<file path="src/rtl/sop_block_stats.sv">
`default_nettype none
// ============================================================================
// Module      : sop_block_stats
// Description : Block statistics for the 4-tap sum-of-products result stream.
//               Valid samples are grouped into blocks of BLOCK_LEN. Each
//               completed block produces its sum, maximum, minimum and
//               truncated mean. The result is held in a single-entry
//               valid/ready output register. A block that completes while
//               that register is still occupied (and not being drained in
//               the same cycle) is discarded and flagged with a one-cycle
//               out_drop pulse.
//
// Ports:
//   CLK        in   1                clock, all state on the rising edge
//   RESET      in   1                synchronous active-high reset
//   in_valid   in   1                in_data carries a sample this cycle
//   in_data    in   WIDTH            unsigned sample
//   out_valid  out  1                result register holds an undelivered block
//   out_ready  in   1                consumer takes the result this cycle
//   out_sum    out  WIDTH+LOG2_LEN   sum of the block's samples
//   out_max    out  WIDTH            largest sample of the block
//   out_min    out  WIDTH            smallest sample of the block
//   out_avg    out  WIDTH            out_sum >> LOG2_LEN
//   out_drop   out  1                pulse: a completed block was discarded
//
// Revision    : 1.0 - initial release
// ============================================================================
module sop_block_stats #(
  parameter int WIDTH     = 10,
  parameter int BLOCK_LEN = 8,
  parameter int LOG2_LEN  = 3
) (
  input  logic                         CLK,
  input  logic                         RESET,
  input  logic                         in_valid,
  input  logic [WIDTH-1:0]             in_data,
  output logic                         out_valid,
  input  logic                         out_ready,
  output logic [WIDTH+LOG2_LEN-1:0]    out_sum,
  output logic [WIDTH-1:0]             out_max,
  output logic [WIDTH-1:0]             out_min,
  output logic [WIDTH-1:0]             out_avg,
  output logic                         out_drop
);

  // Accumulator width: BLOCK_LEN samples of WIDTH bits cannot exceed this.
  localparam int ACC_W = WIDTH + LOG2_LEN;

  // Sample index of the block's final sample (counter runs 0..BLOCK_LEN-1).
  localparam logic [LOG2_LEN-1:0] C_LAST_IDX = LOG2_LEN'(BLOCK_LEN - 1);
  localparam logic [LOG2_LEN-1:0] C_ONE      = LOG2_LEN'(1);

  typedef enum logic [0:0] {
    S_IDLE  = 1'b0,   // no samples of the current block held
    S_ACCUM = 1'b1    // 1..BLOCK_LEN-1 samples held
  } state_e;

  // --------------------------------------------------------------------------
  // State
  // --------------------------------------------------------------------------
  state_e               state_q,     state_d;
  logic [LOG2_LEN-1:0]  cnt_q,       cnt_d;
  logic [ACC_W-1:0]     acc_q,       acc_d;
  logic [WIDTH-1:0]     max_q,       max_d;
  logic [WIDTH-1:0]     min_q,       min_d;

  logic                 out_valid_q, out_valid_d;
  logic                 out_drop_q,  out_drop_d;
  logic [ACC_W-1:0]     out_sum_q,   out_sum_d;
  logic [WIDTH-1:0]     out_max_q,   out_max_d;
  logic [WIDTH-1:0]     out_min_q,   out_min_d;
  logic [WIDTH-1:0]     out_avg_q,   out_avg_d;

  // --------------------------------------------------------------------------
  // Combinational helpers
  // --------------------------------------------------------------------------
  logic [ACC_W-1:0]     in_ext;      // sample zero-extended to accumulator width
  logic [ACC_W-1:0]     merged_sum;  // running sum including this sample
  logic [WIDTH-1:0]     merged_max;
  logic [WIDTH-1:0]     merged_min;
  logic                 block_done;  // this edge accepts the block's last sample
  logic                 slot_free;   // result register can take a new block

  always_comb begin
    in_ext     = {{LOG2_LEN{1'b0}}, in_data};
    merged_sum = acc_q + in_ext;
    merged_max = (in_data > max_q) ? in_data : max_q;
    merged_min = (in_data < min_q) ? in_data : min_q;
    // A pending result that is being drained this cycle frees the slot.
    slot_free  = !out_valid_q || out_ready;
  end

  // --------------------------------------------------------------------------
  // Next-state and output-register logic
  // --------------------------------------------------------------------------
  always_comb begin
    state_d     = state_q;
    cnt_d       = cnt_q;
    acc_d       = acc_q;
    max_d       = max_q;
    min_d       = min_q;
    block_done  = 1'b0;

    out_valid_d = out_valid_q;
    out_drop_d  = 1'b0;
    out_sum_d   = out_sum_q;
    out_max_d   = out_max_q;
    out_min_d   = out_min_q;
    out_avg_d   = out_avg_q;

    case (state_q)
      S_IDLE: begin
        if (in_valid) begin
          state_d = S_ACCUM;
          cnt_d   = C_ONE;
          acc_d   = in_ext;
          max_d   = in_data;
          min_d   = in_data;
        end
      end

      S_ACCUM: begin
        if (in_valid) begin
          if (cnt_q == C_LAST_IDX) begin
            // Final sample: block completes and running state reloads so
            // the next sample starts a fresh block from IDLE.
            block_done = 1'b1;
            state_d    = S_IDLE;
            cnt_d      = '0;
            acc_d      = '0;
            max_d      = '0;
            min_d      = '1;
          end else begin
            cnt_d = cnt_q + C_ONE;
            acc_d = merged_sum;
            max_d = merged_max;
            min_d = merged_min;
          end
        end
      end

      default: begin
        state_d = S_IDLE;
        cnt_d   = '0;
        acc_d   = '0;
        max_d   = '0;
        min_d   = '1;
      end
    endcase

    // Result register: completion takes priority over a plain drain, since a
    // drain in the same cycle is exactly what frees the slot for the new block.
    if (block_done) begin
      if (slot_free) begin
        out_valid_d = 1'b1;
        out_sum_d   = merged_sum;
        out_max_d   = merged_max;
        out_min_d   = merged_min;
        out_avg_d   = merged_sum[ACC_W-1:LOG2_LEN];
      end else begin
        // Occupied and not draining: keep the old result, lose the new one.
        out_drop_d  = 1'b1;
      end
    end else if (out_valid_q && out_ready) begin
      out_valid_d = 1'b0;
    end
  end

  // --------------------------------------------------------------------------
  // Registers
  // --------------------------------------------------------------------------
  always_ff @(posedge CLK) begin
    if (RESET) begin
      state_q     <= S_IDLE;
      cnt_q       <= '0;
      acc_q       <= '0;
      max_q       <= '0;
      min_q       <= '1;
      out_valid_q <= 1'b0;
      out_drop_q  <= 1'b0;
      out_sum_q   <= '0;
      out_max_q   <= '0;
      out_min_q   <= '0;
      out_avg_q   <= '0;
    end else begin
      state_q     <= state_d;
      cnt_q       <= cnt_d;
      acc_q       <= acc_d;
      max_q       <= max_d;
      min_q       <= min_d;
      out_valid_q <= out_valid_d;
      out_drop_q  <= out_drop_d;
      out_sum_q   <= out_sum_d;
      out_max_q   <= out_max_d;
      out_min_q   <= out_min_d;
      out_avg_q   <= out_avg_d;
    end
  end

  // All outputs come straight from flops.
  assign out_valid = out_valid_q;
  assign out_drop  = out_drop_q;
  assign out_sum   = out_sum_q;
  assign out_max   = out_max_q;
  assign out_min   = out_min_q;
  assign out_avg   = out_avg_q;

endmodule
`default_nettype wire

</file>
<file path="config.mk">
export PLATFORM = sky130hd
export DESIGN_NAME = sop_block_stats
export DESIGN_NICKNAME = d
export VERILOG_FILES = /design/src/rtl/sop_block_stats.sv
export SDC_FILE = /design/constraint.sdc
export NUM_CORES = 1
export LEC_CHECK = 0
export BUFFER_PORTS_ARGS = -buffer_cell sky130_fd_sc_hd__buf_2
export CORE_UTILIZATION = 50
export DETAILED_ROUTE_END_ITERATION = 10
export PLACE_DENSITY = 0.77
export SETUP_SLACK_MARGIN = 0.02
export SYNTH_ARGS = -nofsm -noshare
export SYNTH_HDL_FRONTEND = slang
export SYNTH_SLANG_ARGS = --single-unit
</file>
<file path="constraint.sdc">
create_clock -name CLK -period 2.8 [get_ports CLK]
set_clock_uncertainty 0.05 [all_clocks]
set_input_delay 0.56 -clock CLK [delete_from_list [all_inputs] [get_ports CLK]]
set_output_delay 0.56 -clock CLK [all_outputs]
set_load 0.02 [all_outputs]
</file>
Yosys cells after proc, flatten, opt, wreduce, memory -nomap -nowiden
Cells that the tools add are included.

word-level totals
  flip-flop bits (word level) = 82
  memories = 0
  bits in latches = 0
  bits in writable memories = 0
  input port bits = 14
  output and inout port bits = 45
  memory bits (read-only) = 0
  word-level logic and storage cells = 57

cells by class
  divide/modulo/power cells = 0
  reductions and logical operators = 8
  muxes and demuxes = 28
  eq/ne operators = 4
  order comparisons = 2
  add/sub/neg operators = 2
  shifts and indexed selects = 0
  bitwise operators = 2
  multipliers = 0

operator list
  kind                                                                     number
  10-bit 2-to-1 mux                                                        7
  10-bit one-hot mux with 2 select lines                                   2
  13-bit 2-to-1 mux                                                        3
  13-bit one-hot mux with 2 select lines                                   1
  13-bit by 10-bit adder with 13-bit output                                1
  10-bit greater-than comparator                                           1
  10-bit < comparator                                                      1
  1-bit 2-to-1 mux                                                         10
  3-bit 2-to-1 mux                                                         3
  3-bit one-hot mux with 2 select lines                                    1
  2-bit AND reduction                                                      3
  2-bit inequality test, second input constant                             2
  3-bit by 1-bit adder with 3-bit output, second input constant            1
  3-bit equality test, second input constant                               1
  2-bit by 1-bit inequality test with 1-bit output, second input constant  1
  1-bit inverter                                                           2
  1-bit one-hot mux with 2 select lines                                    1
  2-bit nonzero test                                                       1
  2-bit OR reduction                                                       1
  1-bit logical AND                                                        1
  1-bit zero test                                                          1
  1-bit logical OR                                                         1

Logic depth before layout (Yosys ltp)
  depth after elaboration = 6
  depth in mapped cells = 9

Worst setup path before layout
Ideal clock, no wire load.

  path kind = input to register
  start point = input port in_data[0]
  end point = register out_sum_q[12], in the netlist out_sum[12]
  slack = 0.346 ns
  data required time = 2.664 ns
  library setup time = 0.086 ns
  arrival time = 2.318 ns
  cell stages on the path = 8
  cell sequence = ha_1 -> fa_1 -> a211oi_1 -> o211ai_1 -> a311o_1 -> nand3_1 -> xor2_1 -> a211oi_1

between the ends
  word-level cells in the longest chain between the ends = 1

ends and longest elaborated chain
  element                                    line  RTL
  start, declared                            36    input logic [WIDTH-1:0] in_data,
  13-bit by 10-bit adder with 13-bit output  86    merged_sum = acc_q + in_ext;
  end signal, assigned                       193   out_sum_q <= out_sum_d;
  end, declared                              69    logic [ACC_W-1:0] out_sum_q, out_sum_d;

Every way passes these cells.
A chain may end at the register's enable or synchronous reset.

Worst setup path in the final report
Same ends and word-level chain as after synthesis.

==> out/results.ini <==
[layout]
fill_cells = 718
final_layout_size_suffix_gt1_share_pct = 17.3
final_cell_mix = nor2_1 (72), dfxtp_1 (72), buf_2 (58)
nets = 614
syn2layout_area_growth_pct = 14.2
multi_input_area_sq_mm = 0.00245
seq_area_sq_mm = 0.00144
diodes = 0

[synth]
syn-instance-count = 523
syn_area_sq_mm = 0.00419
ys_seq_area_share_pct = 34.4
syn-num-nets = 569
synth_edf_count = 0
ys_ff_latch = 72
avgSynthCellArea_sq_um = 8.01
ys_warn_count = 0
ys.flop_type = dfxtp_1
synth_largest_area_cell = dfxtp_1
synth_top_area_share_pct = 34.4
synth.distinct_cells = 45
synthArstFlopShare_pct = 0
synthTopCellsByArea = dfxtp_1 (34%), ha_1 (9.3%), a211oi_1 (6.4%)

[timing]
hold_viol = 0
min_period_ns = 2.38
fmax_mhz = 420
finalSetupViolCount = 0
tns_ns = 0
rsz0062_at_grt = false
worst_slew_pin_slew_ns = 0.773
slew_headroom_pct = 48.1
holdWs_ns = 0.414
slew_viol_final = 0
post-route-period-util_pct = 85.1

[clock_network]
cts_hold_buf = 0
clock_sinks = 72
cts_root_buffer = clkbuf_8
path_clk_slew_ns = 0.08
h-tree-depth = 3
cts_max_path_buffers = 2
cts_tree = done
cts.repair.resized = 0
post-cts-setup-buffer-count = 0
cts_made_buffers = 9
insertion_delay_ns = 0.36

[placement]
portBuffers = 58
dpl.hpwl_um = 7540
globalplace.congestion = 0.908

[power]
powerDensity_mw_per_mm2 = 550
p_sw_share_pct = 30.0
switching_power_w = 0.000789
seqPwrFrac_pct = 41.9
irDropWorstVdd_uv = 291
power_w = 0.00263
clkPwrFrac_pct = 36.8
pwr-share-comb_pct = 21.3
power.leakage_nw = 2.11
p_int_w = 0.00184

[worst_setup_path]
r2r_end = out_sum[12]$_SDFFE_PP0P_
cp-end-kind = flop
crit_type = input pin to flop
crit_fanout = 3
worst-r2r-setup-slack_ns = 0.43
start_kind = input pin
rr_startpoint = acc_q[0]$_SDFFE_PP0P_
required_ns = 3.03
worst_ep_arrival_time_ns = 2.61
worst_r2r_path_depth = 8

[floorplan]
fp.dieH_um = 93.6
rows = 33
die_area_sq_mm = 0.00875
core_sq_mm = 0.00818
die_w_um = 93.6
start_util_pct = 51.3
io_pins = 59

[routing]
ant_nets = 0
routed_wl_um = 10700
drc_errors = 0
post_drt_wl_per_cell_um = 15.8
dr.pass1.iters = 5
vias = 3922
initialDrtViolationCount = 259
avgViaCountPerCell = 5.78

[global_route]
grt_pass1_vias = 3567
grt_max_degree = 57
antenna_found_initial = 0
grt_usage_pct = 25.4
overflow = 0
grt_pass1_wl_um = 17300

[hold_path]
min_delay_path_depth = 2
whs_endpoint = out_sum[0]$_SDFFE_PP0P_
min_from = out_sum[0]$_SDFFE_PP0P_
hp-class = flop to flop

[job]
cap_violations = 0

[outcome]
status = completed

==> area by class of cell <==
cell class / count / share of cell area, %
multi-input combinational: 386 / 51.3
sequential: 72 / 30.1
timing repair buffer: 77 / 9.30
clock buffer: 12 / 3.24
tap: 105 / 2.74
inverter: 22 / 1.73
clock inverter: 4 / 1.59
==> worst max-delay path, stage by stage <==
cell and delay [ns]:
buf_2 0.11, ha_1 0.23, fa_1 0.42, a211oi_1 0.33, o211ai_1 0.20, a311o_1 0.32, nand3_1 0.13, xor2_1 0.08
a211oi_1 0.22
==> cell families after synthesis <==
kind of cell | count (synthesis) | synth area share [%]
XOR/XNOR | 11 | 2.30
adder cells (fa/ha/maj) | 32 | 9.73
buffers and inverters | 65 | 7.22
AND/OR/NAND/NOR | 168 | 18.0
multiplexers | 18 | 4.30
AO/OA/AOI/OAI | 157 | 24.1
flip-flops | 72 | 34.4
==> worst max-delay path by stage <==
stage	from	endpoint	slack (ns)	depth (start not counted)
floorplan	in_data[0]	out_sum[12]$_SDFFE_PP0P_	0.35	8
global placement	in_data[0]	out_sum[10]$_SDFFE_PP0P_	0.08	9
detailed placement	in_data[0]	out_sum[12]$_SDFFE_PP0P_	0.06	9
CTS	in_data[0]	out_sum[12]$_SDFFE_PP0P_	0.43	9
global route	min_q[7]$_SDFFE_PP1P_	min_q[5]$_SDFFE_PP1P_	0.24	9
finish	in_data[0]	out_sum[12]$_SDFFE_PP0P_	0.42	9
==> through the flow <==
stage / std cells / util (%) / cell area (sq um) / worst slack, ns
floorplan: 523 / - / 4190 / 0.346
global placement: 662 / 55.7 / 4560 / 0.0833
detailed placement: 662 / 55.7 / 4560 / 0.0567
CTS: 678 / 58.6 / 4790 / 0.431
global route: 678 / 58.6 / 4790 / 0.237
finish: 678 / 58.6 / 4790 / 0.418
==> synthesized netlist by cell type, types with 4 or more instances <==
cell	count
buf_2	5
a21oi_1	50
dfxtp_1	72
o21ai_0	20
clkbuf_1	20
ha_1	31
nor2b_1	14
o22ai_1	4
nand2b_1	8
nor3_1	12
nor2_1	72
xnor2_1	7
a31oi_1	12
o21a_1	4
buf_4	10
nand3_1	5
o221ai_1	9
inv_1	22
mux2i_1	18
a211oi_1	36
nand2_1	42
buf_1	6
xor2_1	4
o211ai_1	5
==> state kept, by name, indices dropped and copies added (netlist names) <==
| name | cells |
|---|---|
| max_q | 10 |
| out_drop | 1 |
| state_q | 1 |
| out_max | 10 |
| acc_q | 13 |
| min_q | 10 |
| out_valid | 1 |
| out_min | 10 |
| out_sum | 13 |
| cnt_q | 3 |
==> routing by layer <==
metal / part of all wire [%] / GRT usage [%] / vias up / routed length, um
met5: 0 / 0 / - / 0
met4: 3.4 / 11.7 / 0 / 365
met3: 4.7 / 5.37 / 27 / 499
met2: 45 / 39.4 / 124 / 4810
met1: 47 / 33.8 / 1830 / 5030
li1: - / - / 1941 / -
==> power by group through the flow <==
stage	sequential, W	clock [W]	combinational, W
floorplan	0.00111	0	0.000399
global placement	0.00112	0	0.000528
detailed placement	0.00112	0	0.000545
CTS	0.00110	0.000971	0.000551
global route	0.00111	0.00101	0.000618
finish	0.00110	0.000969	0.000560
No activity file was read; power rests on OpenSTA's default activity.
